$ cat src/rtl/prbs9_seq_ctrl_pkg.sv
// Shared definitions for the PRBS9 sequencer: state encoding and default sizing
// reused by the TX top and the BER checker.
package prbs9_seq_ctrl_pkg;

  typedef enum logic [1:0] {
    ST_IDLE = 2'd0,
    ST_SEED = 2'd1,
    ST_RUN  = 2'd2,
    ST_DONE = 2'd3
  } state_t;

  localparam int OS_DEFAULT     = 4;
  localparam int NSYM_W_DEFAULT = 16;

endpackage

$ cat src/rtl/prbs9_seq_ctrl_symbol_tick.sv
// Symbol-rate phase counter: counts 0..OS-1 while run is high and flags the
// last phase. With OS=1 the phase register stays at 0 and tick follows run.
module symbol_tick #(
  parameter int OS = 4
) (
  input  logic clock,
  input  logic clear,
  input  logic run,
  output logic tick
);

  localparam int PW = (OS > 1) ? $clog2(OS) : 1;
  localparam logic [PW-1:0] LAST = PW'(OS - 1);

  logic [PW-1:0] phase_q;

  always_ff @(posedge clock) begin
    if (clear) begin
      phase_q <= '0;
    end else if (run) begin
      phase_q <= (phase_q == LAST) ? '0 : phase_q + PW'(1);
    end
  end

  assign tick = run && (phase_q == LAST);

endmodule

$ cat src/rtl/prbs9_seq_ctrl.sv
// PRBS9 sequencer: seeds the generators, strobes enable once per OS clocks,
// counts symbols and pulses o_done when the programmed count or a stop ends the run.
module prbs9_seq_ctrl
  import prbs9_seq_ctrl_pkg::*;
#(
  parameter int OS     = OS_DEFAULT,
  parameter int NSYM_W = NSYM_W_DEFAULT
) (
  input  logic              clock,
  input  logic              i_reset,
  input  logic              i_start,
  input  logic              i_stop,
  input  logic [NSYM_W-1:0] i_nsym,
  output logic              o_prbs_reset,
  output logic              o_prbs_enable,
  output logic              o_busy,
  output logic              o_done,
  output logic [NSYM_W-1:0] o_sym_count,
  output logic [1:0]        state_dbg
);

  // Handshake: i_start/i_stop are level requests sampled only in the state
  // that honours them (IDLE / RUN); all outputs are Moore on registered state.

  state_t            state_q, state_d;
  logic [NSYM_W-1:0] nsym_q;
  logic [NSYM_W-1:0] count_q;
  logic [NSYM_W-1:0] count_inc;
  logic              tick;
  logic              last_sym;

  symbol_tick #(.OS(OS)) u_tick (
    .clock (clock),
    .clear (i_reset || (state_q == ST_SEED)),
    .run   (state_q == ST_RUN),
    .tick  (tick)
  );

  assign count_inc = count_q + NSYM_W'(1);
  // nsym=0 means free-run, so only a non-zero request can terminate the run.
  assign last_sym  = (nsym_q != '0) && (count_inc == nsym_q);

  always_ff @(posedge clock) begin
    if (i_reset) begin
      state_q <= ST_IDLE;
    end else begin
      state_q <= state_d;
    end
  end

  always_ff @(posedge clock) begin
    if (i_reset) begin
      nsym_q  <= '0;
      count_q <= '0;
    end else begin
      if ((state_q == ST_IDLE) && i_start) begin
        nsym_q <= i_nsym;
      end
      if (state_q == ST_SEED) begin
        count_q <= '0;
      end else if (tick) begin
        count_q <= count_inc;
      end
    end
  end

  always_comb begin
    state_d       = state_q;
    o_prbs_reset  = 1'b0;
    o_prbs_enable = 1'b0;
    o_busy        = 1'b0;
    o_done        = 1'b0;
    case (state_q)
      ST_IDLE: begin
        if (i_start) state_d = ST_SEED;
      end
      ST_SEED: begin
        o_prbs_reset = 1'b1;
        o_busy       = 1'b1;
        state_d      = ST_RUN;
      end
      ST_RUN: begin
        o_busy        = 1'b1;
        o_prbs_enable = tick;
        if ((tick && last_sym) || i_stop) state_d = ST_DONE;
      end
      ST_DONE: begin
        o_done  = 1'b1;
        state_d = ST_IDLE;
      end
      default: state_d = ST_IDLE;
    endcase
  end

  assign o_sym_count = count_q;
  assign state_dbg   = state_q;

endmodule
$ cat config.mk
export PLATFORM = sky130hd
export DESIGN_NAME = prbs9_seq_ctrl
export DESIGN_NICKNAME = d
export VERILOG_FILES = /design/src/rtl/prbs9_seq_ctrl_pkg.sv /design/src/rtl/prbs9_seq_ctrl_symbol_tick.sv /design/src/rtl/prbs9_seq_ctrl.sv
export SDC_FILE = /design/constraint.sdc
export NUM_CORES = 1
export LEC_CHECK = 0
export BUFFER_PORTS_ARGS = -buffer_cell sky130_fd_sc_hd__buf_2
export CAP_MARGIN = 20
export CORE_UTILIZATION = 50
export DETAILED_ROUTE_END_ITERATION = 8
export PLACE_DENSITY = 0.79
export SLEW_MARGIN = 20
export SYNTH_ARGS = -nofsm -noshare
export SYNTH_HDL_FRONTEND = slang
export SYNTH_SLANG_ARGS = --single-unit
$ cat constraint.sdc
create_clock -name clock -period 3.5 [get_ports clock]
set_input_delay 0.35 -clock clock [delete_from_list [all_inputs] [get_ports clock]]
set_output_delay 0.35 -clock clock [all_outputs]
set_load 0.01 [all_outputs]
# ---- Word-level counts from Yosys, hierarchy flattened
# Cells that the tools add are included.
dict set report word_totals {
  ramBits 0
  word_cells 32
  latchBits 0
  romBits 0
  out_inout_bits 22
  memories 0
  regBits 36
  input_bits 20
}
dict set report classes {
  add_sub_neg 2
  shifts 0
  muxes 8
  n_mul 0
  div_mod_pow 0
  n_lt_le_gt_ge 0
  n_eq_ne 7
  n_bitwise 0
  reduce_logical 11
}
# op n
set ops {}
lappend ops {{adder 16 x 1 -> 16 bit, second input constant} 1}
lappend ops {{== test 16 bit} 1}
lappend ops {{nonzero test 16 bit} 1}
lappend ops {{case mux 2 bit (4 select lines)} 1}
lappend ops {{== test 2 bit, second input constant} 3}
lappend ops {{2-to-1 mux 2 bit} 3}
lappend ops {{logical AND 1 bit} 4}
lappend ops {{2-to-1 mux 1 bit} 4}
lappend ops {{inequality test 2 bit, second input constant} 2}
lappend ops {{OR reduction 2 bit} 2}
lappend ops {{adder 2 x 1 -> 2 bit, second input constant} 1}
lappend ops {{== test 2 x 1 -> 1 bit, second input constant} 1}
lappend ops {{logical NOT 2 bit} 1}
lappend ops {{logical OR 1 bit} 2}
lappend ops {{AND reduction 2 bit} 1}

# ---- Longest topological paths before layout
# Gate-level depths: netlist (run 1).
dict set report logic_depth {
  depth_word 7
  ltp_mapped 9
  mapped_depth_nobuf 8
}

# ---- By module
# A second synthesis (run 1) with hierarchy kept.
dict set report hier_totals {
  hier_cells 261
  area_unflattened_um2 2078.2
}
# module area_each_um2 cells_per_inst seq_area_each_um2 instances
set by_module_without_submodules {}
lappend by_module_without_submodules {prbs9_seq_ctrl 1985.7 252 680.7 1}
lappend by_module_without_submodules {symbol_tick 92.6 9 40.0 1}

# ---- Worst setup path before layout (run 1)
# Ideal clock, no wire load.
dict set report synth_path {
  kind {register to register}
  startpoint {register state_q[0] (netlist: state_dbg[0])}
  endpoint {register state_q[0] (netlist: state_dbg[0])}
  arrival_ns 1.874
  path_buffers 1
  setup_time_ns 0.079
  path_slack_ns 1.546
  t_required_ns 3.421
  path_stages_with_launch 10
  synth_period_minus_slack_ns 1.954
  path_cell_list {dfxtp_1 inv_1 ha_1 buf_4 nand2_1 nor4_1 and4b_1 and4_4 a31oi_2 a211oi_2}
}
dict set report synth_via {
  elab_chain_cells 6
  elab_cells_between_ends 11
  cone_classes {eq/ne: 5; mux: 1; reduce/logical: 5}
}
# item line_no
set synth_rtl {}
lappend synth_rtl {{start, declared} prbs9_seq_ctrl.sv:25} ;# state_t state_q, state_d;
lappend synth_rtl {{start signal, assigned} prbs9_seq_ctrl.sv:47} ;# state_q <= state_d;
lappend synth_rtl {{== test 2 bit} {prbs9_seq_ctrl.sv:35, prbs9_seq_ctrl.sv:73}}
lappend synth_rtl {{logical AND 1 bit} prbs9_seq_ctrl_symbol_tick.sv:25} ;# assign tick = run && (phase_q == LAST);
lappend synth_rtl {{logical AND 1 bit} prbs9_seq_ctrl.sv:85} ;# if ((tick && last_sym) || i_stop) state_d = ST_DONE;
lappend synth_rtl {{logical OR 1 bit} prbs9_seq_ctrl.sv:85}
lappend synth_rtl {{inequality test 2 bit (no source line)} n/a}
lappend synth_rtl {{AND reduction 2 bit (no source line)} n/a}
# Parallel ways exist; a longest one is shown, timed or not.
# A chain may end at the register's enable or synchronous reset.

# ---- Final worst setup path (run 1)
# Ends and elaborated chain as after synthesis.

==> impl_results.md, run 1 <==
* Iteration-0 DRC count of the detailed router at 73
* Vias in the first global route at 1603
* First-pass GRT wire length at 7348 microns
* Outcome: complete, no violations
* Max-slew violations at 0
* Worst path cell trace: inv_1 > ha_1 > nand2_1 > nor4_1 > and4b_1 > and4_4 > a31oi_2 > a211oi_2
* Ys flop type: dfxtp_1
* GPL Wtd Cong at 0.8833
* Ant. Diodes at 0
* TritonCTS clock tree: yes
* Remaining Overflow, GRT at 0
* Initial core utilization at 0.5192
* Final ANT Viol Nets at 0
* Synth async-reset ratio at 0
* Cell variety after synth at 44
* Slowest-stage cell, CP: nor4_1
* CP endpoint kind: register
* Aggregate negative setup slack at 0 ps
* CP arrival at 2500 ps
* Htree depth at 2
* GRT Overall Usage at 0.2227
* IO Port Bufs at 41
* Leak at 0.9839 nW
* Share of cells above drive strength 1 at 0.2042
* Hold Buf Count CTS at 0
* Reg-to-reg startpoint: state_dbg[0]$_SDFFE_PP0P_
* Number of synthesized flops with an enable pin at 0
* HPWL Detailed at 3330 microns
* Max-slew headroom at 0.5708
* Largest stage delay on the critical path at 380 ps
* Clk buf depth at 2
* Commonest non-fill, non-tap cell in the layout: nand2_1
* Cells after Synth at 249
* Area Growth Syn to Fin at 12.29%
* Hold Path Class: in -> reg
* Count of final setup violators at 0
* Vias per cell at 5.326
* Net count, final at 310
* Routed len/inst at 13.10 microns
* Mapped Nets at 276
* Final Critical Period at 2283 ps
* Final period utilization at 0.6524
* Synth warn at 0
* Chip height at 66.45 microns
* Fmax at 437.9 MHz
* I/O pin total at 42
* Worst skew pair latency at 290 ps
* Worst-path clk slew at 60 ps
* Final hold viol count at 0
* Max cap viols at 0
* Largest net degree at the start of global routing at 21
* #FFs+latches synth at 36
* Mapped Avg Cell Area at 8.341 sq um
* Total power at 0.001148 W
* Initial antenna violation count at 0
* Die ar. at 4416 sq um
* WL final at 4377 microns
* Pre-Repair DR Iteration Count at 4
* Post-CTS sizing at 0
* Critical path fanouts, max at 10
* Core area at 4000 sq um
* Worst-margin pin slew at 638.0 ps
* CP required at 3710 ps
* Number of post-CTS setup repair buffers at 0
* Setup skew after layout at 3.418 ps
* CTS sink count at 36
* Synth Cell Area at 2077 sq um
* Pwr dens at 492.4 nW/um^2
* Critical path class: reg -> reg
* Hold Crit Start: i_nsym[14]
* CTS Buf Count at 5
* RSZ-0062 raised after global routing: false
* Residual DRC at 0
* Startpoint Class: register
* Peak VDD IR at 0.3485 mV
* Post-synthesis sequential area ratio at 0.3470
* Placement Rows at 23
* Die width at 66.45 microns
* Root Driver: clkbuf_8
* Routed vias at 1779
* Critical Path Start: state_dbg[0]$_SDFFE_PP0P_
* Commonest cells after routing, fill and taps aside: nand2_1 (42), buf_2 (41), dfxtp_1 (36), a21oi_1 (20), xnor2_1 (19)
-- worst paths after layout --
check / end / slack [ps] / cells past startpoint
setup / recovery: state_dbg[0]$_SDFFE_PP0P_ / 1220 / 8
setup reg to reg: state_dbg[0]$_SDFFE_PP0P_ / 1220 / 8
hold reg to reg: nsym_q[7]$_SDFFE_PP0P_ / 490 / 2
hold / removal: nsym_q[14]$_SDFFE_PP0P_ / 300 / 3
-- state kept, by name (all words and copies together), names as in the netlist --
register and cells:
u_tick.phase_q 2, state_dbg 2, o_sym_count 16, nsym_q 16
-- per-stage QoR --
stage                     hold slack (ps)  cells  instance area, sq um  setup slack, ps    util
after CTS                           285.3    334                  2332             1240  0.5830
after global routing                289.1    334                  2332             1004  0.5830
after floorplan                     460.5    249                  2077             1546       -
after detailed placement            479.4    326                  2242             1260  0.5605
final                               295.4    334                  2332             1217  0.5830
after global placement              469.8    326                  2242             1361  0.5605
-- cell type report --
cell class | instances | area, sq um
clock buffers | 8 | 90.09
repair buffers | 41 | 205.2
well taps | 50 | 62.56
multi-input cells | 192 | 1227
flip-flops and latches | 36 | 720.7
fillers | 383 | 1668
inverters | 7 | 26.28
-- report_power, final --
part           switching, W  leakage [nW]  total (W)  internal [W]
clock network      0.000139        0.0455   0.000299      0.000160
logic              0.000194         0.646   0.000338      0.000143
registers         0.0000534         0.293   0.000512      0.000458
total              0.000386         0.984    0.00115      0.000762
-- Yosys cell counts, types with 2 or more instances --
cell | n | area share
o21a_1 | 2 | 0.0072
nor2_1 | 18 | 0.033
nor4_1 | 9 | 0.027
nand4_2 | 2 | 0.012
nand3_1 | 7 | 0.017
nor2b_1 | 2 | 0.0060
ha_1 | 7 | 0.042
xor2_1 | 14 | 0.059
buf_4 | 2 | 0.0072
and2_1 | 2 | 0.0060
o21ai_0 | 4 | 0.0096
clkbuf_1 | 6 | 0.011
nand4_1 | 5 | 0.015
nor3_1 | 11 | 0.027
or3_1 | 4 | 0.012
xnor2_1 | 19 | 0.080
nand2_1 | 42 | 0.076
mux2i_1 | 3 | 0.014
dfxtp_1 | 36 | 0.35
buf_6 | 3 | 0.016
nand2b_1 | 3 | 0.0090
a21oi_1 | 20 | 0.048
inv_1 | 7 | 0.013
-- routing by layer --
metal  part of all wire  global-route usage
met3              0.044             0.06336
met1               0.47              0.2715
met4              0.022              0.1144
met5                  0                   0
met2               0.47              0.3546
-- cells by family (layout without fill, tap and decap cells) --
| logic type | after synthesis | count (layout) | share of synthesized area |
|---|---|---|---|
| multiplexers | 3 | 3 | 0.01446 |
| AND/OR/NAND/NOR | 117 | 117 | 0.3030 |
| flip-flops | 36 | 36 | 0.3470 |
| adder cells (fa/ha/maj) | 7 | 7 | 0.04217 |
| AO/OA/AOI/OAI | 32 | 32 | 0.09217 |
| buffers and inverters | 21 | 56 | 0.06204 |
| XOR/XNOR | 33 | 33 | 0.1392 |
-- critical path: cells and delay by family, from the launching register on --
family / cells / cell delay [ps]
buffers and inverters: 1 / 150
AOI/OAI and AO/OA: 2 / 350
DFF: 1 / 340
adders and majority gates: 1 / 280
and+or+nand+nor: 4 / 1090
No activity file was read; power rests on OpenSTA's default activity.
==> run 2: changes to the inputs <==
--- a/config.mk
+++ b/config.mk
@@ -5,11 +5,12 @@
 export SDC_FILE = /design/constraint.sdc
 export NUM_CORES = 1
 export LEC_CHECK = 0
+export ABC_AREA = 1
 export BUFFER_PORTS_ARGS = -buffer_cell sky130_fd_sc_hd__buf_2
 export CAP_MARGIN = 20
 export CORE_UTILIZATION = 50
 export DETAILED_ROUTE_END_ITERATION = 8
-export PLACE_DENSITY = 0.79
+export PLACE_DENSITY = 0.78
 export SLEW_MARGIN = 20
 export SYNTH_ARGS = -nofsm -noshare
 export SYNTH_HDL_FRONTEND = slang
==> constraint.sdc (replaced) <==
create_clock -name clock -period 2.31 [get_ports clock]
set_input_delay 0.231 -clock clock [delete_from_list [all_inputs] [get_ports clock]]
set_output_delay 0.231 -clock clock [all_outputs]
set_load 0.01 [all_outputs]
==> run 2 against run 1 <==
  * Register-to-register slack lost 890 ps
  * Non-clock buffer count grew 4
  * Worst hold slack lost 97 ps
  * Die area grew 4.3%
  * Clock-buffer cell count is the same
  * Cell count grew 30%
  * Flip-flop and latch count is the same
  * First-iteration DRC count grew 66%
  * Critical path depth grew 6
  * Maximum frequency grew 15%
  * Final area grew 8.4%
  * Synthesized cell count grew 36%
==> impl_results.md, run 2 <==
* Outcome: complete, no violations
* Pre-Repair DR Iteration Count at 4 (unchanged)
* Die width at 67.87 microns (+2.1%)
* Slowest-stage cell, CP: dfxtp_1
* Post-synthesis compound-gate area fraction at 0.1546 (+0.06239)
* Max-slew violations at 0 (unchanged)
* Hold Path Sink: nsym_q[3]$_SDFFE_PP0P_
* Share of cells above drive strength 1 at 0.1771 (-0.02714)
* Hold Crit Depth at 3 (unchanged)
* #FFs+latches synth at 36 (unchanged)
* Utilization after layout at 0.6185 (+0.03545)
* Ys flop type: dfxtp_1
* Critical path class: reg -> reg
* R2r setup slk at 330 ps (-890 ps)
* GPL Wtd Cong at 0.9680 (+9.6%)
* Setup skew after layout at 5.624 ps (+2.207 ps)
* Number of post-CTS setup repair buffers at 0 (unchanged)
* TritonCTS clock tree: yes
* Root Driver: clkbuf_8
* Synth Cell Area at 2170 sq um (+4.5%)
* Critical path fanouts, max at 6 (-4)
* Number of synthesized flops with an enable pin at 0 (unchanged)
* Initial core utilization at 0.5309 (+0.01169)
* Htree depth at 2 (unchanged)
* Most area-consuming cells after synthesis: dfxtp_1 (33%), nand2_1 (15%), inv_1 (9.7%)
* CP required at 2490 ps (-1220 ps)
* Most common cell in the netlist: nand2_1
* Synth warn at 0 (unchanged)
* Hold Path Class: in -> reg
* Worst-margin pin slew at 443.0 ps (-195.0 ps)
* Fmax at 503.9 MHz (+15%)
* Final Critical Period at 1984 ps (-299.0 ps)
* Final ANT Viol Nets at 0 (unchanged)
* First-pass GRT wire length at 8597 microns (+17%)
* Ant. Diodes at 0 (unchanged)
* CP endpoint kind: register
* Remaining Overflow, GRT at 0 (unchanged)
* CP arrival at 2170 ps (-330 ps)
* Synth async-reset ratio at 0 (unchanged)
* Post-synthesis mux area share at 0 (-0.01446)
* Hold Crit Start: i_nsym[3]
* Post-synthesis sequential area ratio at 0.3322 (-0.01481)
* FILL cells at 405 (+5.7%)
* Max-slew headroom at 0.7043 (+0.1336)
* Core area at 4086 sq um (+2.2%)
* Commonest non-fill, non-tap cell in the layout: nand2_1
* Final period utilization at 0.8591 (+0.2066)
* Startpoint Class: register
* Total power at 0.001899 W (+65%)
* HPWL Detailed at 3822 microns (+15%)
* IO Port Bufs at 41 (unchanged)
* Synth area leader: dfxtp_1
* RSZ-0062 raised after global routing: false
* Leak at 1.286 nW (+31%)
* Hold Buf Count CTS at 0 (unchanged)
* Worst skew pair latency at 280 ps (about the same)
* Most frequent cells after synthesis: nand2_1 (85), inv_1 (56), dfxtp_1 (36)
* Routed len/inst at 11.57 microns (-12%)
* Residual DRC at 0 (unchanged)
* Largest stage delay on the critical path at 420 ps (+40 ps)
* Worst path cell trace: ha_1 > nand2_1 > nor2_4 > nand3_1 > nand2_2 > nor2_1 > nor2_1 > nand3_1 > nor2_1 > nand3_1 > nand2_2 > nand3_1 > nand2_1 > nor2_1
* GRT Overall Usage at 0.2472 (+0.02446)
* Largest net degree at the start of global routing at 31 (+48%)
* Area Growth Syn to Fin at 16.49%
* Die ar. at 4606 sq um (+4.3%)
* Worst-path clk slew at 70 ps (about the same)
* Post-Synth Simple-Gate Area at 0.3397 (+0.03666)
* Initial antenna violation count at 0 (unchanged)
* Iteration-0 DRC count of the detailed router at 121 (+66%)
* Chip height at 67.87 microns (+2.1%)
* Post-CTS sizing at 0 (unchanged)
* Yosys top cell area share at 0.3322 (-0.01481)
* Count of final setup violators at 0 (unchanged)
* I/O pin total at 42 (unchanged)
* Cells after Synth at 339 (+36%)
* Cell variety after synth at 23 (-48%)
* Adder and majority gate portion of the synthesized area at 0.04037 (-0.001800)
* Vias per cell at 5.028 (-5.6%)
* Xor and xnor area share after synthesis at 0.02018 (-0.1190)
* Pwr dens at 751.3 nW/um^2 (+53%)
* Combinational family with the most area after synthesis: simple AND/OR/NAND/NOR gates
* Routed vias at 2182 (+23%)
* Reg-to-reg startpoint: o_sym_count[0]$_SDFFE_PP0P_
* Placement Rows at 23 (unchanged)
* WL final at 5023 microns (+15%)
* Clk buf depth at 2 (unchanged)
* Commonest cells after routing, fill and taps aside: nand2_1 (85), inv_1 (56), buf_2 (41), dfxtp_1 (36), nor2_1 (34)
* Critical R2R Capture: state_dbg[1]$_SDFFE_PP0P_
* Vias in the first global route at 1941 (+21%)
* Net count, final at 410 (+32%)
* Max cap viols at 0 (unchanged)
* Final hold viol count at 0 (unchanged)
* Peak VDD IR at 0.6499 mV (+86%)
* CTS Buf Count at 5 (unchanged)
* CTS sink count at 36 (unchanged)
* Worst Reg-to-Reg Cells at 14 (+6)
* Aggregate negative setup slack at 0 ps (unchanged)
* Mapped Nets at 366 (+33%)
* Mapped Avg Cell Area at 6.400 sq um (-23%)
run 2: cell types whose count changed after synthesis, sizes merged, moves of 4 or more:
cell,previous run,this run
buf,6,1
inv,7,56
nand2,42,91
nand3,8,27
nor2,18,40
nor3,11,1
nor4,11,0
o211ai,1,12
o21ai,4,24
or3,4,0
xnor2,19,1
xor2,14,4
run 2: worst max-delay path, delay by kind of cell (launching register included):
| family | cells | cell delay, ps |
|---|---|---|
| adder cells (fa/ha/maj) | 1 | 220 |
| flip-flops | 1 | 420 |
| AND/OR/NAND/NOR | 13 | 1250 |
run 2: worst max-delay path by stage:
stage | cells past startpoint | from | endpoint
floorplan | 14 | o_sym_count[0]$_SDFFE_PP0P_ | state_dbg[1]$_SDFFE_PP0P_
global placement | 16 | o_sym_count[0]$_SDFFE_PP0P_ | state_dbg[1]$_SDFFE_PP0P_
detailed placement | 14 | o_sym_count[0]$_SDFFE_PP0P_ | state_dbg[1]$_SDFFE_PP0P_
CTS | 14 | o_sym_count[0]$_SDFFE_PP0P_ | state_dbg[1]$_SDFFE_PP0P_
global route | 14 | o_sym_count[0]$_SDFFE_PP0P_ | state_dbg[1]$_SDFFE_PP0P_
finish | 14 | o_sym_count[0]$_SDFFE_PP0P_ | state_dbg[1]$_SDFFE_PP0P_
run 2: metrics by stage:
| step | hold WS (ps) | instance area, sq um | instances | setup WS [ps] |
|---|---|---|---|---|
| finish | 198.1 | 2527 | 434 | 325.6 |
| global route | 228.8 | 2527 | 434 | 40.73 |
| CTS | 200.5 | 2527 | 434 | 340.8 |
| detailed placement | 464.8 | 2437 | 426 | 355.3 |
| global placement | 456.0 | 2437 | 426 | 401.9 |
| floorplan | 397.7 | 2170 | 339 | 551.7 |
run 2: cells by family after synthesis:
group | after synthesis
AND/OR/NAND/NOR | 167
buffers and inverters | 65
AO/OA/AOI/OAI | 59
flip-flops | 36
adder cells (fa/ha/maj) | 7
XOR/XNOR | 5
run 2: cell type report:
type	instances	area, sq um	area share
well taps	50	62.56	0.02475
clock buffers	8	90.09	0.03564
flip-flops and latches	36	720.7	0.2851
multi-input cells	238	1204	0.4762
repair buffers	45	235.2	0.09307
inverters	57	215.2	0.08515
run 2: routing by layer:
layer  routed length (microns)  GRT usage
met1                      2594     0.3431
met2                      2208     0.3911
met3                       135    0.03500
met4                        85    0.08073
met5                         0          0
run 2: where the power goes:
group / switching [W] / internal [W] / leakage, nW / total (W)
clock: 0.000222 / 0.000243 / 0.0455 / 0.000465
sequential: 0.0000876 / 0.000723 / 0.294 / 0.000811
combinational: 0.000383 / 0.000240 / 0.947 / 0.000622
